<file path="src/rtl/wiscsc15_fetch.sv">
// WISC-SC15 instruction fetch: owns the PC, issues single-outstanding word reads
// over req/ack, buffers up to two instructions for decode, and handles redirects.
module wiscsc15_fetch #(
    parameter int              AW       = 16,
    parameter int              DW       = 16,
    parameter int              OFFW     = 12,
    parameter logic [AW-1:0]   RESET_PC = '0
) (
    input  logic               clk,
    input  logic               rst_n,
    output logic               imem_req,
    output logic [AW-1:0]      imem_addr,
    input  logic               imem_ack,
    input  logic [DW-1:0]      imem_rdata,
    output logic               inst_valid,
    input  logic               inst_ready,
    output logic [DW-1:0]      inst,
    output logic [AW-1:0]      inst_pc,
    input  logic               redir_valid,
    input  logic               redir_pc_src,
    input  logic [AW-1:0]      redir_base,
    input  logic [OFFW-1:0]    redir_off,
    input  logic               stall
);

    localparam logic [0:0] S_FETCH = 1'b0;
    localparam logic [0:0] S_DROP  = 1'b1;

    logic [0:0]    r_state;
    logic [AW-1:0] r_pc;
    logic          r_pending;
    logic [AW-1:0] r_req_addr;
    logic          r_head;
    logic [1:0]    r_count;
    logic [AW-1:0] r_buf_pc   [2];
    logic [DW-1:0] r_buf_inst [2];

    logic          w_redir;
    logic [AW-1:0] w_target;
    logic          w_pop;
    logic          w_space;
    logic          w_new_req;
    logic          w_ack;
    logic          w_push;
    logic          w_tail;

    assign w_redir  = redir_valid & redir_pc_src;
    assign w_target = redir_base + AW'(1) + {{(AW-OFFW){redir_off[OFFW-1]}}, redir_off};

    assign inst_valid = (r_count != 2'd0);
    assign w_pop      = inst_valid & inst_ready;
    assign w_space    = (r_count - {1'b0, w_pop}) < 2'd2;

    // A held request keeps its address even after a redirect moves the PC.
    assign w_new_req = (r_state == S_FETCH) & ~stall & w_space & ~w_redir;
    assign imem_req  = rst_n & (r_pending | w_new_req);
    assign imem_addr = r_pending ? r_req_addr : r_pc;

    assign w_ack  = imem_req & imem_ack;
    assign w_push = w_ack & (r_state == S_FETCH) & ~w_redir;
    assign w_tail = r_head + r_count[0];

    assign inst    = inst_valid ? r_buf_inst[r_head] : '0;
    assign inst_pc = inst_valid ? r_buf_pc[r_head]   : '0;

    // NOTE: buffer storage is not reset; r_count alone decides what is valid,
    // and the output muxes force zeros while empty.
    always_ff @(posedge clk) begin
        if (w_push) begin
            r_buf_pc[w_tail]   <= r_pc;
            r_buf_inst[w_tail] <= imem_rdata;
        end
    end

    // NOTE: all state here is clocked, so every assignment is non-blocking.
    always_ff @(posedge clk or negedge rst_n) begin
        if (!rst_n) begin
            r_state    <= S_FETCH;
            r_pc       <= RESET_PC;
            r_pending  <= 1'b0;
            r_req_addr <= RESET_PC;
            r_head     <= 1'b0;
            r_count    <= 2'd0;
        end else if (w_redir) begin
            r_pc    <= w_target;
            r_count <= 2'd0;
            r_head  <= 1'b0;
            if (imem_req && !imem_ack) begin
                r_state    <= S_DROP;
                r_pending  <= 1'b1;
                r_req_addr <= imem_addr;
            end else begin
                r_state   <= S_FETCH;
                r_pending <= 1'b0;
            end
        end else begin
            if (w_pop) begin
                r_head <= ~r_head;
            end
            r_count <= r_count + {1'b0, w_push} - {1'b0, w_pop};
            case (r_state)
                S_FETCH: begin
                    if (w_ack) begin
                        r_pc      <= r_pc + AW'(1);
                        r_pending <= 1'b0;
                    end else if (imem_req) begin
                        r_pending  <= 1'b1;
                        r_req_addr <= imem_addr;
                    end
                end
                S_DROP: begin
                    if (w_ack) begin
                        r_state   <= S_FETCH;
                        r_pending <= 1'b0;
                    end
                end
                default: r_state <= S_FETCH;
            endcase
        end
    end

endmodule

</file>
<file path="config.mk">
export PLATFORM = sky130hd
export DESIGN_NAME = wiscsc15_fetch
export DESIGN_NICKNAME = d
export VERILOG_FILES = /design/src/rtl/wiscsc15_fetch.sv
export SDC_FILE = /design/constraint.sdc
export NUM_CORES = 1
export LEC_CHECK = 0
export CAP_MARGIN = 5
export CORE_UTILIZATION = 40
export CTS_BUF_LIST = sky130_fd_sc_hd__clkbuf_4 sky130_fd_sc_hd__clkbuf_8
export DETAILED_ROUTE_END_ITERATION = 7
export GPL_TIMING_DRIVEN = 0
export MAX_ROUTING_LAYER = met4
export SLEW_MARGIN = 25
export SYNTH_ARGS = -nofsm -noshare
export SYNTH_HDL_FRONTEND = slang
export SYNTH_SLANG_ARGS = --single-unit
</file>
<file path="constraint.sdc">
create_clock -name clk -period 4.5 [get_ports clk]
set_input_delay 0.9 -clock clk [delete_from_list [all_inputs] [get_ports clk]]
set_output_delay 0.9 -clock clk [all_outputs]
set_load 0.05 [all_outputs]
</file>
# [After elaboration in Yosys (flattened, before gate mapping)]
# Memories as Yosys holds them, arrays and structs flattened.
# Index checks and enable logic that the tools add are counted.
[word_totals] memories=2 wordCells=69 register_bits=37 ram_bits=64 input_bits=51
[mem_list] name="r_buf_inst" depth=2 width=16 rd=1 rd_ports_with_merged_regs=0 wr=1 line_no="36" source="logic [DW-1:0] r_buf_inst [2];"
[mem_list] name="r_buf_pc" depth=2 width=16 rd=1 rd_ports_with_merged_regs=0 wr=1 line_no="35" source="logic [AW-1:0] r_buf_pc [2];"
[classes] n_lt_le_gt_ge=1 reduce_logical=9 muxes=25 bitwise=14 addsub=7 n_eq_ne=5
[ops] operator="16-bit 2-to-1 mux" count=11
[ops] operator="16-bit by 1-bit adder with 16-bit output (second input constant)" count=2
[ops] operator="16-bit adder" count=1
[ops] operator="1-bit 2-to-1 mux" count=12
[ops] operator="1-bit bitwise AND" count=9
[ops] operator="2-bit nonzero test" count=4
[ops] operator="2-bit by 1-bit != test with 1-bit output (second input constant)" count=2
[ops] operator="4-bit != test (second input constant)" count=1
[ops] operator="1-bit inverter" count=4
[ops] operator="2-bit AND reduction" count=2
[ops] operator="4-bit AND reduction" count=1
[ops] operator="2-bit by 1-bit subtractor with 2-bit output" count=2
[ops] operator="3-bit by 1-bit != test with 1-bit output (second input constant)" count=1
[ops] operator="2-bit by 1-bit adder with 2-bit output" count=1
[ops] operator="2-bit < comparator (second input constant)" count=1
[ops] operator="2-bit 2-to-1 mux" count=1
[ops] operator="2-bit != test (second input constant)" count=1
[ops] operator="1-bit case mux with 2 select lines" count=1
[ops] operator="1-bit adder" count=1
[ops] operator="1-bit logical AND" count=1
[ops] operator="1-bit zero test" count=1
[ops] operator="1-bit OR" count=1

# [Depth between registers and ports, before layout]
[depth] depth_word=14 ltp_mapped=12 ltp_nobuf=11

# [Worst setup path before layout]
# Ideal clock, no wire load.
[synth_path] path_kind="input to register" from="input port redir_valid" to="memory r_buf_inst[0][0], enable pin" t_arrival_ns=3.631 setup_time_ns=0.424 stages=7 n_path_buf=1 slack_ns=0.445 path_cell_list="and2_4 -> buf_6 -> a2111oi_4 -> o21ai_2 -> inv_1 -> nand3_1 -> nor2b_1"
[synth_via] elab_chain_len=10
[synth_lines] element="from (decl)" line_no="19" source="input logic redir_valid,"
[synth_lines] element="1-bit bitwise AND" line_no="47" source="assign w_redir = redir_valid & redir_pc_src;"
[synth_lines] element="1-bit inverter" line_no="55" source="assign w_new_req = (r_state == S_FETCH) & ~stall & w_space & ~w_redir;"
[synth_lines] element="1-bit bitwise AND" line_no="55"
[synth_lines] element="1-bit OR" line_no="56" source="assign imem_req = rst_n & (r_pending | w_new_req);"
[synth_lines] element="1-bit bitwise AND" line_no="56"
[synth_lines] element="named net imem_req" line_no="11" source="output logic imem_req,"
[synth_lines] element="1-bit bitwise AND" line_no="59" source="assign w_ack = imem_req & imem_ack;"
[synth_lines] element="1-bit bitwise AND (2 in a row)" line_no="60" source="assign w_push = w_ack & (r_state == S_FETCH) & ~w_redir;"
[synth_lines] element="1-bit 2-to-1 mux" line_no="69" source="if (w_push) begin"
[synth_lines] element="1-bit 2-to-1 mux (not written as such)" line_no="71" source="r_buf_inst[w_tail] <= imem_rdata;"
[synth_lines] element="to (decl)" line_no="36"
# The timed path passes the listed nets, and every way through them passes these cells.

# [Worst setup path in the final report]
[layout_path] from="input port redir_valid" to="output port imem_req"
[layout_via] elab_chain_len=5
[layout_lines] element="1-bit bitwise AND" line_no="47"
[layout_lines] element="1-bit inverter" line_no="55"
[layout_lines] element="1-bit bitwise AND" line_no="55"
[layout_lines] element="1-bit OR" line_no="56"
[layout_lines] element="1-bit bitwise AND" line_no="56"
[layout_lines] element="to (decl)" line_no="11"
# Every way passes these cells.

==> results.sh <==
export IMPL_synth_area_top_cells="edfxtp_1, dfrtp_1, mux2i_1"
export IMPL_instances_no_fill=729
export IMPL_antenna_found_initial=0
export IMPL_cts_sinks=101
export IMPL_clk_latency_ns=0.36
export IMPL_path_common_cell="clkdlybuf4s50_1"
export IMPL_hold_path_class="in2async"
export IMPL_cts_clk_slew_worst_paths_ns=0.09
export IMPL_power_w=0.00406
export IMPL_slowest_delay_ns=0.82
export IMPL_path_cells="clkdlybuf4s50_1, and2_4, buf_6, a2111oi_4, o21ai_2, inv_1, clkdlybuf4s50_1"
export IMPL_synth_seq_area_share_pct=53.8
export IMPL_r2r_setup_slack_ns=1.81
export IMPL_numCtsBuffers=9
export IMPL_gp_congestion=0.855
export IMPL_synth_commonest_cells="edfxtp_1, nor2_1, dfrtp_1"
export IMPL_fp_dieH_um=117
export IMPL_ff2ff_path_depth=11
export IMPL_yosysWarnings=0
export IMPL_post_cts_resized=0
export IMPL_cts_setup_buffers=0
export IMPL_period_needed_ns=3.90
export IMPL_cap_violations=0
export IMPL_endpoint_kind="output pin"
export IMPL_r2r_end="r_count[1]$_DFF_PN0_"
export IMPL_cp_startpoint="redir_valid"
export IMPL_hold_viol=0
export IMPL_start_kind="input port"
export IMPL_die_w_um=117
export IMPL_tightest_slew_ns=0.715
export IMPL_placedInstanceArea_mm2=0.00660
export IMPL_syn_inst=438
export IMPL_final_area_mm2=0.00681
export IMPL_areaGrowthSynthToFinish_pct=28.6
export IMPL_cts_tree="done"
export IMPL_syn_avg_cell_area_um2=12.1
export IMPL_rsz0062_at_grt="false"
export IMPL_post_route_period_util_pct=86.7
export IMPL_die_area_mm2=0.0137
export IMPL_p_leak_nw=2.63
export IMPL_dpl_worst_slack_ns=0.589
export IMPL_synthesis_area_mm2=0.00529
export IMPL_wl_per_cell_um=15.4
export IMPL_synth_top_cell_area_share_pct=36.3
export IMPL_first_pass_iters=4
export IMPL_synth_top_area_cell="edfxtp_1"
export IMPL_crit_slowest_cell="clkdlybuf4s50_1"
export IMPL_ys_async_sr_fraction_pct=36.6
export IMPL_start_util_pct=41.4
export IMPL_timing_fmax_mhz=256
export IMPL_grt_start_max_net_pins=24
export IMPL_relSlewSlack_pct=52.3
export IMPL_drc=0
export IMPL_dp_cells=713
export IMPL_grt_first_pass_wirelength_um=17700
export IMPL_setup_slack_ns=0.599
export IMPL_finalClockSkew_ns=0.0101
export IMPL_drive_above_1_share_pct=12.2
export IMPL_status="finished clean"
export IMPL_max_vdd_ir_drop_uv=210
export IMPL_crit_arrival_ns=3.00
export IMPL_critPathKind="in2out"
export IMPL_io_buffer_count=100
export IMPL_cp_required_ns=3.60
export IMPL_cts_root_buf="clkbuf_8"
export IMPL_htreeDepth=3
export IMPL_synth_fp_nets=508
export IMPL_antenna_left=0
export IMPL_power_density_mw_per_mm2=597
export IMPL_synth_edf_count=64
export IMPL_reg2reg_from="r_count[0]$_DFF_PN0_"
export IMPL_placementRows=41
export IMPL_drt_initial_drc_count=231
export IMPL_synth_distinct_cells=59
export IMPL_grtUsageTotal_pct=17.6
export IMPL_nets=622
export IMPL_diodes=0
export IMPL_synth_main_ff_cell="edfxtp_1"
export IMPL_grt_pass1_vias=3549
export IMPL_ios=101
export IMPL_via_count=3679
export IMPL_cp_max_fo=8
export IMPL_core_area_mm2=0.0128
export IMPL_ys_seq_elements=101
export IMPL_grt_overflow_total=0
export IMPL_ctsHoldBuffers=0
export IMPL_finalWirelength_um=11200
export IMPL_place_hpwl_um=8420
export IMPL_clk_path_buf_depth=2
export IMPL_setup_violations=0
export IMPL_slew_violations=0
export IMPL_yosys_cell_count_top_type="edfxtp_1"
export IMPL_viasPerCell=5.05
per-stage QoR:
stage	TNS, ns	util (%)	hold slack (ns)
2_1_floorplan	0	-	0.442
3_3_place_gp	-98.80	51.0	0.483
3_5_place_dp	0	51.6	0.487
4_1_cts	0	53.3	0.498
5_1_grt	0	53.3	0.516
6_report	0	53.3	0.502
cell type report:
class | count | area (µm²)
Multi-Input combinational cell | 303 | 2300
Clock buffer | 13 | 166
Inverter | 14 | 52.6
Fill cell | 1114 | 5970
Buffer | 20 | 110
Timing Repair Buffer | 103 | 1070
Sequential cell | 101 | 2850
Tap cell | 172 | 215
Clock inverter | 3 | 43.8
critical path, delay by kind of cell:
family / cells / cell delay (ns)
compound gates: 2 / 0.45
buf+inv: 4 / 1.48
simple gates: 1 / 0.16
report_power, final:
group	internal, W	total (W)	switching [W]
clock network	0.000301	0.000595	0.000294
registers	0.00117	0.00129	0.000125
logic	0.000814	0.00218	0.00136
total	0.00228	0.00406	0.00178
registers in the layout, summed over array words and instances (netlist names):
signal and cells:
r_buf_inst 32, r_buf_pc 32, r_pc 16, r_req_addr 16, r_count 2, r_head 1
r_pending 1, r_state 1
placed cells by master (no fill, tap or decap), types with 3 or more instances in the layout:
master           netlist  layout
clkdlybuf4s50_1        0      99
edfxtp_1              64      64
nor2_1                50      49
dfrtp_1               37      37
mux2i_1               35      35
nand2_1               26      26
mux2_2                20      20
o21ai_0               19      19
ha_1                  18      18
xnor2_1               17      17
inv_1                 14      14
clkbuf_1              12      12
nand3_1               11      11
a21oi_1               11      11
clkbuf_8               0      11
mux2_4                10      10
xor2_1                 8       8
a211oi_1               7       7
a21o_1                 7       7
and2_1                 6       6
and3_1                 5       5
buf_2                  3       4
a31oi_1                4       4
nand4_1                4       4
a211o_1                3       3
nor3_1                 3       3
cell families (layout without fill, tap and decap cells):
family | count (synthesis) | after routing | synth area share (%)
and+or+nand+nor | 122 | 122 | 10.9
DFF | 101 | 101 | 53.8
AOI/OAI and AO/OA | 72 | 72 | 9.74
muxes | 65 | 65 | 13.7
buffers and inverters | 34 | 153 | 3.07
xor gates and xnor gates | 25 | 25 | 4.14
adders and majority gates | 19 | 19 | 4.63
layer usage:
layer  GRT usage (%)  vias to the layer above  routed length, µm
met5               -                        -                  0
met4            7.09                        0                197
met3            1.85                       16                469
met2            30.6                      108               5510
met1            21.1                     1723               5020
li1                -                     1832                  -
worst max-delay path by stage:
stage / slack [ns] / to
floorplan: 0.44 / r_buf_inst[0][0]$_DFFE_PP_
global placement: -1.59 / r_buf_inst[0][8]$_DFFE_PP_
detailed placement: 0.59 / imem_req
CTS: 0.58 / imem_req
global route: 0.54 / imem_req
finish: 0.60 / imem_req
Power figures use the tool's default switching activity.
